## src/rtl/disp_pkg.sv

```systemverilog
// Shared display-path types and helpers for the binary-to-BCD front end.
package disp_pkg;

    typedef enum logic [1:0] {
        IDLE  = 2'd0,
        SHIFT = 2'd1,
        DONE  = 2'd2
    } state_t;

    typedef logic [3:0] bcd_nibble_t;

    localparam logic [6:0] SEG_BLANK = 7'h7F;

    // Smallest digit count d with 10^d > 2^bin_w.
    function automatic int min_digits(input int bin_w);
        logic [127:0] limit;
        logic [127:0] pow10;
        int           d;
        limit = 128'd1 << bin_w;
        pow10 = 128'd1;
        d     = 0;
        while (pow10 <= limit) begin
            pow10 = pow10 * 128'd10;
            d++;
        end
        return d;
    endfunction

endpackage

```

## src/rtl/bcd_digit_adj.sv

```systemverilog
// Double-dabble correction for one BCD nibble: add 3 when the digit is 5 or more.
module bcd_digit_adj
    import disp_pkg::*;
(
    input  bcd_nibble_t nibble,
    output bcd_nibble_t adj
);

    assign adj = (nibble >= 4'd5) ? nibble + 4'd3 : nibble;

endmodule

```

## src/rtl/bin_to_bcd_seq.sv

```systemverilog
// Sequential double-dabble binary-to-BCD converter with leading-zero blank mask.
// Optional build macro SIGNED_INPUT_EN: treat bin_in as two's complement and report the sign on neg.
module bin_to_bcd_seq
    import disp_pkg::*;
#(
    parameter int BIN_W  = 16,
    parameter int DIGITS = 5
) (
    input  logic                  clk,
    input  logic                  rst_n,
    input  logic                  start,
    input  logic [BIN_W-1:0]      bin_in,
    output logic                  busy,
    output logic                  done,
    output logic [4*DIGITS-1:0]   bcd_out,
    output logic [DIGITS-1:0]     blank,
    output logic                  neg
);

    localparam int CNT_W = $clog2(BIN_W + 1);
    localparam logic [DIGITS-1:0] BLANK_ZERO = {{(DIGITS-1){1'b1}}, 1'b0};

    generate
        if (DIGITS < min_digits(BIN_W)) begin : g_digits_check
            $fatal(1, "bin_to_bcd_seq: DIGITS=%0d too small for BIN_W=%0d", DIGITS, BIN_W);
        end
    endgenerate

    state_t                 state;
    logic [BIN_W-1:0]       shreg;
    logic [4*DIGITS-1:0]    scratch;
    logic [4*DIGITS-1:0]    scratch_adj;
    logic [CNT_W-1:0]       cnt;
    logic                   neg_pend;
    logic                   sign_in;
    logic [BIN_W-1:0]       magnitude;
    logic [DIGITS-1:0]      blank_next;
    logic                   zero_above;

    genvar g;
    generate
        for (g = 0; g < DIGITS; g++) begin : g_adj
            bcd_digit_adj u_adj (
                .nibble (scratch[4*g +: 4]),
                .adj    (scratch_adj[4*g +: 4])
            );
        end
    endgenerate

`ifdef SIGNED_INPUT_EN
    // Negating in BIN_W bits maps -2^(BIN_W-1) onto 2^(BIN_W-1), which still fits unsigned.
    assign sign_in   = bin_in[BIN_W-1];
    assign magnitude = sign_in ? (~bin_in) + BIN_W'(1) : bin_in;
`else
    assign sign_in   = 1'b0;
    assign magnitude = bin_in;
`endif

    always_comb begin
        blank_next = '0;
        zero_above = 1'b1;
        for (int i = DIGITS - 1; i >= 1; i--) begin
            zero_above    = zero_above & (scratch[4*i +: 4] == 4'd0);
            blank_next[i] = zero_above;
        end
    end

    assign busy = (state != IDLE);

    always_ff @(posedge clk or negedge rst_n) begin
        if (!rst_n) begin
            state    <= IDLE;
            shreg    <= '0;
            scratch  <= '0;
            cnt      <= '0;
            neg_pend <= 1'b0;
            done     <= 1'b0;
            bcd_out  <= '0;
            blank    <= BLANK_ZERO;
            neg      <= 1'b0;
        end else begin
            done <= 1'b0;
            case (state)
                IDLE: begin
                    if (start) begin
                        shreg    <= magnitude;
                        scratch  <= '0;
                        cnt      <= '0;
                        neg_pend <= sign_in && (magnitude != '0);
                        state    <= SHIFT;
                    end
                end
                SHIFT: begin
                    scratch <= {scratch_adj[4*DIGITS-2:0], shreg[BIN_W-1]};
                    shreg   <= {shreg[BIN_W-2:0], 1'b0};
                    cnt     <= cnt + CNT_W'(1);
                    if (cnt == CNT_W'(BIN_W - 1)) begin
                        state <= DONE;
                    end
                end
                DONE: begin
                    bcd_out <= scratch;
                    blank   <= blank_next;
                    neg     <= neg_pend;
                    done    <= 1'b1;
                    state   <= IDLE;
                end
                default: state <= IDLE;
            endcase
        end
    end

endmodule
```

## config.mk

```make
export PLATFORM = sky130hd
export DESIGN_NAME = bin_to_bcd_seq
export DESIGN_NICKNAME = d
export VERILOG_FILES = /design/src/rtl/disp_pkg.sv /design/src/rtl/bcd_digit_adj.sv /design/src/rtl/bin_to_bcd_seq.sv
export SDC_FILE = /design/constraint.sdc
export NUM_CORES = 1
export LEC_CHECK = 0
export ABC_AREA = 1
export CORE_AREA = 2 2 82 84
export CTS_CLUSTER_SIZE = 28
export DETAILED_ROUTE_END_ITERATION = 10
export DIE_AREA = 0 0 84 86
export PLACE_DENSITY = 0.88
export SYNTH_ARGS = -nofsm -noshare
export SYNTH_HDL_FRONTEND = slang
export SYNTH_SLANG_ARGS = --single-unit
```

## constraint.sdc

```tcl
create_clock -name clk -period 1.6 [get_ports clk]
set_clock_uncertainty 0.2 [all_clocks]
set_input_delay 0.32 -clock clk [delete_from_list [all_inputs] [get_ports clk]]
set_output_delay 0.32 -clock clk [all_outputs]
set_load 0.01 [all_outputs]
```

==> flow_summary.ini, run 1 <==
[synthesis]
yosysUniqueCellTypes = 23
synth.top_cell.area_share_pct = 48.2
synth.area.top_cells = dfrtp_1 48%, nand2_1 17%, nand3_1 6.0%, ha_1 5.6%, inv_1 3.7%
synth_commonest_cells = 147 x nand2_1, 64 x dfrtp_1, 40 x nand3_1
yosysTopAreaCell = dfrtp_1
synth_edf_count = 0
synth_warnings = 0
async_reset_ff_share_pct = 100
synth_ff_type = dfrtp_1
synthCells = 396
ys_seq_area_share_pct = 51.3
syn-cell-area_um2 = 3320
synth_seq_cells = 68
yosysMostFrequentCell = nand2_1
syn_area_per_cell_um2 = 8.40

[critical_path]
worst-path-max-fanout = 2
crit_family = flip-flops
rrSetupSlack_ns = 0.06
worstSetupStartpointType = flop
reg2regPathDepth = 5
cpMaxStageDelayCell = dfrtp_1
worstReg2RegStart = cnt[0]$_DFFE_PN0P_
worstPathCellList = dlygate4sd2_1
path_class = flop to primary output
cp.required_ns = 1.08
end_kind = primary output
cp_num_cells = 1
r2r_end = cnt[4]$_DFFE_PN0P_
cpPeakStageDelay_ns = 0.39
path_buf_inv = 1
arrival_ns = 1.02

[worst_hold_path]
hp-start = blank[3]$_DFFE_PN1P_
worstHoldEndpoint = blank[3]$_DFFE_PN1P_
whs_path_depth = 2
hp-class = flop to flop

[floorplan]
die_w_um = 84
rows = 29
die-area_um2 = 7220
die_h_um = 86
start_util_pct = 53.0
io-pin-count = 47
core-area_um2 = 6280

[sta]
timing.hold.ws_ns = 0.267
drv_slew = 0
period_needed_ns = 1.54
hold_viol = 0
clock.fmax_mhz = 649
rsz0062_at_grt = no
post-route-period-util_pct = 96.4
finalSetupViolations = 0

[place]
dpl.hpwl_um = 4700
io_buffers = 44
dp.cells = 516
place.gp.congestion = 0.826

[global_routing]
grt_pass1_vias = 2794
antenna_found_initial = 0
grt_max_degree = 69
grt_usage_pct = 20.8
overflow = 0
grt_first_pass_wirelength_um = 12100

[drt]
drc = 0
vias = 2822
dr.pass1.iters = 5
ant_nets = 0
wl_per_cell_um = 13.1
via_per_inst = 5.26
wirelength_um = 7050
initialDrtViolationCount = 158

[clock_tree]
cts_sinks = 68
root_buffer = clkbuf_8
clockBufferDepth = 2
cts_buffers = 9
cts_tree = yes
clk_latency_ns = 0.35
htreeDepth = 3
clk_pin_slew_worst_paths_ns = 0.07

[finish]
finalNonFillerCells = 536
num_antenna_cells = 0
syn2layout_area_growth_pct = 23.0
nets = 488
layout-drive-gt1-share_pct = 13.5

[pwr]
peakVddDrop_uv = 921
leakagePower_uw = 0.00212
p_per_area_nw_per_um2 = 1850

[run]
cap_violations = 0

[outcome]
status = completed
## layer usage
metal / vias to the layer above / part of all wire (%) / track usage, %
li1: 1381 / - / -
met1: 1344 / 41 / 24.2
met2: 81 / 52 / 37.5
met3: 16 / 5.0 / 4.43
met4: 0 / 2.0 / 8.21
met5: - / 0 / 0
## stage by stage
stage | cell area [um2] | total power [uW] | TNS (ns) | utilization, % | setup slack [ns]
floorplan | 3330 | 4970 | 0 | - | 0.202
global placement | 3880 | 5760 | -0.0243 | 61.8 | -0.00466
detailed placement | 3880 | 6010 | -0.753 | 61.8 | -0.0580
CTS | 4050 | 7460 | 0 | 64.5 | 0.00000899
global route | 4090 | 8180 | 0 | 65.2 | 0.00203
finish | 4090 | 7550 | 0 | 65.2 | 0.0581
## how the worst max path moves through the flow
stage | start | endpoint | slack [ns]
global placement | start | shreg[4]$_DFFE_PN0P_ | -0.005
global route | scratch[13]$_DFFE_PN0P_ | scratch[13]$_DFFE_PN0P_ | 0.002
CTS | scratch[12]$_DFFE_PN0P_ | scratch[16]$_DFFE_PN0P_ | 0.000009
detailed placement | start | shreg[4]$_DFFE_PN0P_ | -0.06
finish | bcd_out[14]$_DFFE_PN0P_ | bcd_out[14] | 0.06
floorplan | cnt[0]$_DFFE_PN0P_ | cnt[4]$_DFFE_PN0P_ | 0.20
## cells in the final DEF, fill, tap and decap left out, drive strengths merged
master and count:
dfstp 4, dfrtp 64, o22ai 1, clkinvlp 1
dlygate4sd2 21, nand4 15, buf 22, clkbuf 11
clkinv 3, dlygate4sd3 1, a21oi 2, nand3 40
conb 2, nand2 150, clkdlybuf4s50 17, inv 36
bufinv 1, o21ai 35, nor2 17, ha 15
o21bai 1
## cells by family after synthesis
group	Yosys count	synth area share [%]
simple gates	222	28.9
flops	68	51.3
buf+inv	51	8.02
compound gates	39	5.98
fa+ha+maj	15	5.65
other cells	1	0.113
## flip-flops by register name, summed over array words and instances (netlist names)
signal and count:
bcd_out 20, blank 4, cnt 5, done 1, scratch 20, shreg 16, state 2
## power by group
| group | internal (uW) | total, uW | switching [uW] |
|---|---|---|---|
| registers | 2360 | 2800 | 444 |
| logic | 1290 | 3280 | 1990 |
| clock network | 807 | 1480 | 670 |
## final cells by class
type / instances / area (um2)
tap: 77 / 96.3
clock buffer: 11 / 151
fill: 541 / 2190
timing repair buffer: 61 / 564
inverter: 36 / 138
sequential: 68 / 1710
clock inverter: 5 / 60.1
multi-input combinational: 278 / 1370
## timing repair
action | 4_1_cts | 5_1_grt
pin swaps | 1 | 0
hold buffers | 1 | 0
setup buffers | 0 | 3
endpoints found under the setup margin | 29 | 13
endpoints found under the hold margin | 64 | 0
gates resized for setup | 43 | 9
Power figures use the tool's default switching activity.
==> run 2: changes to the inputs <==
==> constraint.sdc (replaced) <==
create_clock -name clk -period 1.6 [get_ports clk]
set_clock_uncertainty 0.2 [all_clocks]
set_input_delay 0.48 -clock clk [delete_from_list [all_inputs] [get_ports clk]]
set_output_delay 0.48 -clock clk [all_outputs]
set_load 0.01 [all_outputs]
==> flow_summary.ini, run 2 (synthesized netlist as in run 1, its figures left out) <==
[pwr]
switching_share_pct = 39.7
leakagePower_uw = 0.00214
p_int_uw = 4550
switchingPower_uw = 3000
power.share.sequential_pct = 37.1
peakVddDrop_uv = 765
p_comb_share_pct = 43.4
p_per_area_nw_per_um2 = 1820
p_clk_share_pct = 19.5

[floorplan]
core-area_um2 = 6280
die_w_um = 84
rows = 29
die-area_um2 = 7220
start_util_pct = 53.0
die_h_um = 86
io-pin-count = 47

[clock_tree]
clk_pin_slew_worst_paths_ns = 0.07
htreeDepth = 3
cts_sinks = 68
clk_latency_ns = 0.34
root_buffer = clkbuf_8
clockBufferDepth = 2
cts_tree = yes
cts_buffers = 9

[place]
place.gp.congestion = 0.833
dpl.hpwl_um = 4690
io_buffers = 44
placed_area_um2 = 3920

[finish]
final_cell_mix = 147 x nand2_1, 64 x dfrtp_1, 40 x nand3_1, 28 x inv_1, 24 x o21ai_0
reg_top3 = bcd_out: 20 flops, scratch: 20 flops, shreg: 16 flops
final_cell_area_um2 = 4160
layout-drive-gt1-share_pct = 18.9
nets = 500
num_antenna_cells = 0
fillers = 494
final_common_cell = nand2_1
syn2layout_area_growth_pct = 25.1

[worst_hold_path]
hp-start = shreg[0]$_DFFE_PN0P_
worstHoldEndpoint = shreg[0]$_DFFE_PN0P_
whs_path_depth = 2
hp-class = flop to flop

[drt]
vias = 2808
dr.pass1.iters = 4
ant_nets = 0
initialDrtViolationCount = 192
via_per_inst = 5.13
wirelength_um = 6740
drc = 0
wl_per_cell_um = 12.3

[outcome]
status = finished, violations left
violations = negative setup slack

[critical_path]
end_kind = primary output
rrSetupSlack_ns = 0.06
cp.required_ns = 0.92
r2r_end = scratch[14]$_DFFE_PN0P_
reg2regPathDepth = 7
arrival_ns = 0.99
path_class = flop to primary output
worstSetupStartpointType = flop
worstReg2RegStart = scratch[12]$_DFFE_PN0P_
worst-path-max-fanout = 2

[sta]
tns_ns = -0.305
period_needed_ns = 1.67
setup_ws_ns = -0.0675
post-route-period-util_pct = 104
clock.fmax_mhz = 600
finalSetupViolations = 5
drv_slew = 0
rsz0062_at_grt = yes
hold_viol = 0

[global_routing]
grt_max_degree = 48
overflow = 0
grt_usage_pct = 20.7
grt_first_pass_wirelength_um = 12100
antenna_found_initial = 0
grt_pass1_vias = 2810

[run]
cap_violations = 0
-- run 2: changes by cell type in the layout (fill, tap and decap cells not counted), moves of 2 or more --
cell           before  now
clkinv_4            2    0
nand3_1            38   40
buf_6               0    6
nand3_2             2    0
buf_2               6   23
buf_4              12   19
dlygate4sd2_1      21    0
buf_12              4    7
-- run 2: what timing repair did --
action                                 4_1_cts  5_1_grt
setup buffers                                6        8
endpoints found under the hold margin       10        0
resized for setup                          108        9
pin swaps                                    1        2
hold buffers                                 1        0
cloned                                       0        0
setup endpoints to repair                   26       17
-- run 2: worst max-delay path by stage --
stage	from	to	slack, ns
final	state[0]$_DFFE_PN0P_	busy	-0.07
after global routing	state[0]$_DFFE_PN0P_	busy	-0.14
after CTS	state[1]$_DFFE_PN0P_	busy	-0.10
after detailed placement	start	shreg[3]$_DFFE_PN0P_	-0.21
after global placement	start	shreg[4]$_DFFE_PN0P_	-0.16
after floorplan	cnt[0]$_DFFE_PN0P_	cnt[4]$_DFFE_PN0P_	0.20
-- run 2: stage by stage --
step	instances	power [uW]	setup slack, ns	hold slack, ns	util [%]
floorplan	397	4970	0.202	-0.0156	-
global placement	517	5800	-0.164	0.201	62.5
detailed placement	517	6020	-0.207	0.204	62.5
CTS	539	7430	-0.104	0.280	65.1
global route	547	8250	-0.137	0.293	66.3
finish	547	7550	-0.0675	0.275	66.3
-- run 2: per-layer routing --
metal  GRT usage [%]  part of all wire (%)  vias to the layer above  routed length (um)
li1                -                     -                     1409                   -
met1            26.0                    44                     1304                2950
met2            34.7                    48                       80                3250
met3            4.72                   5.8                       15                 392
met4            8.50                   2.1                        0                 142
met5               0                     0                        -                   0
-- run 2: critical path: stages (launching register included) --
cell     delay (ns)
dfrtp_1        0.38
nor2_1         0.11
inv_1          0.04
buf_2          0.13
-- run 2: cell type report --
cell class,instances,area (um2),share of cell area (%)
clock buffer,12,165,3.97
clock inverter,3,45.0,1.08
inverter,36,138,3.31
multi-input combinational,278,1360,32.8
sequential,68,1710,41.0
tap,77,96.3,2.32
timing repair buffer,73,646,15.5
-- run 2: power groups by stage --
stage               clock, uW  sequential (uW)  combinational, uW
floorplan                   0             2800               2180
finish                   1480             2800               3280
detailed placement          0             2810               3200
global route             1580             2890               3780
global placement            0             2790               3020
CTS                      1500             2790               3140
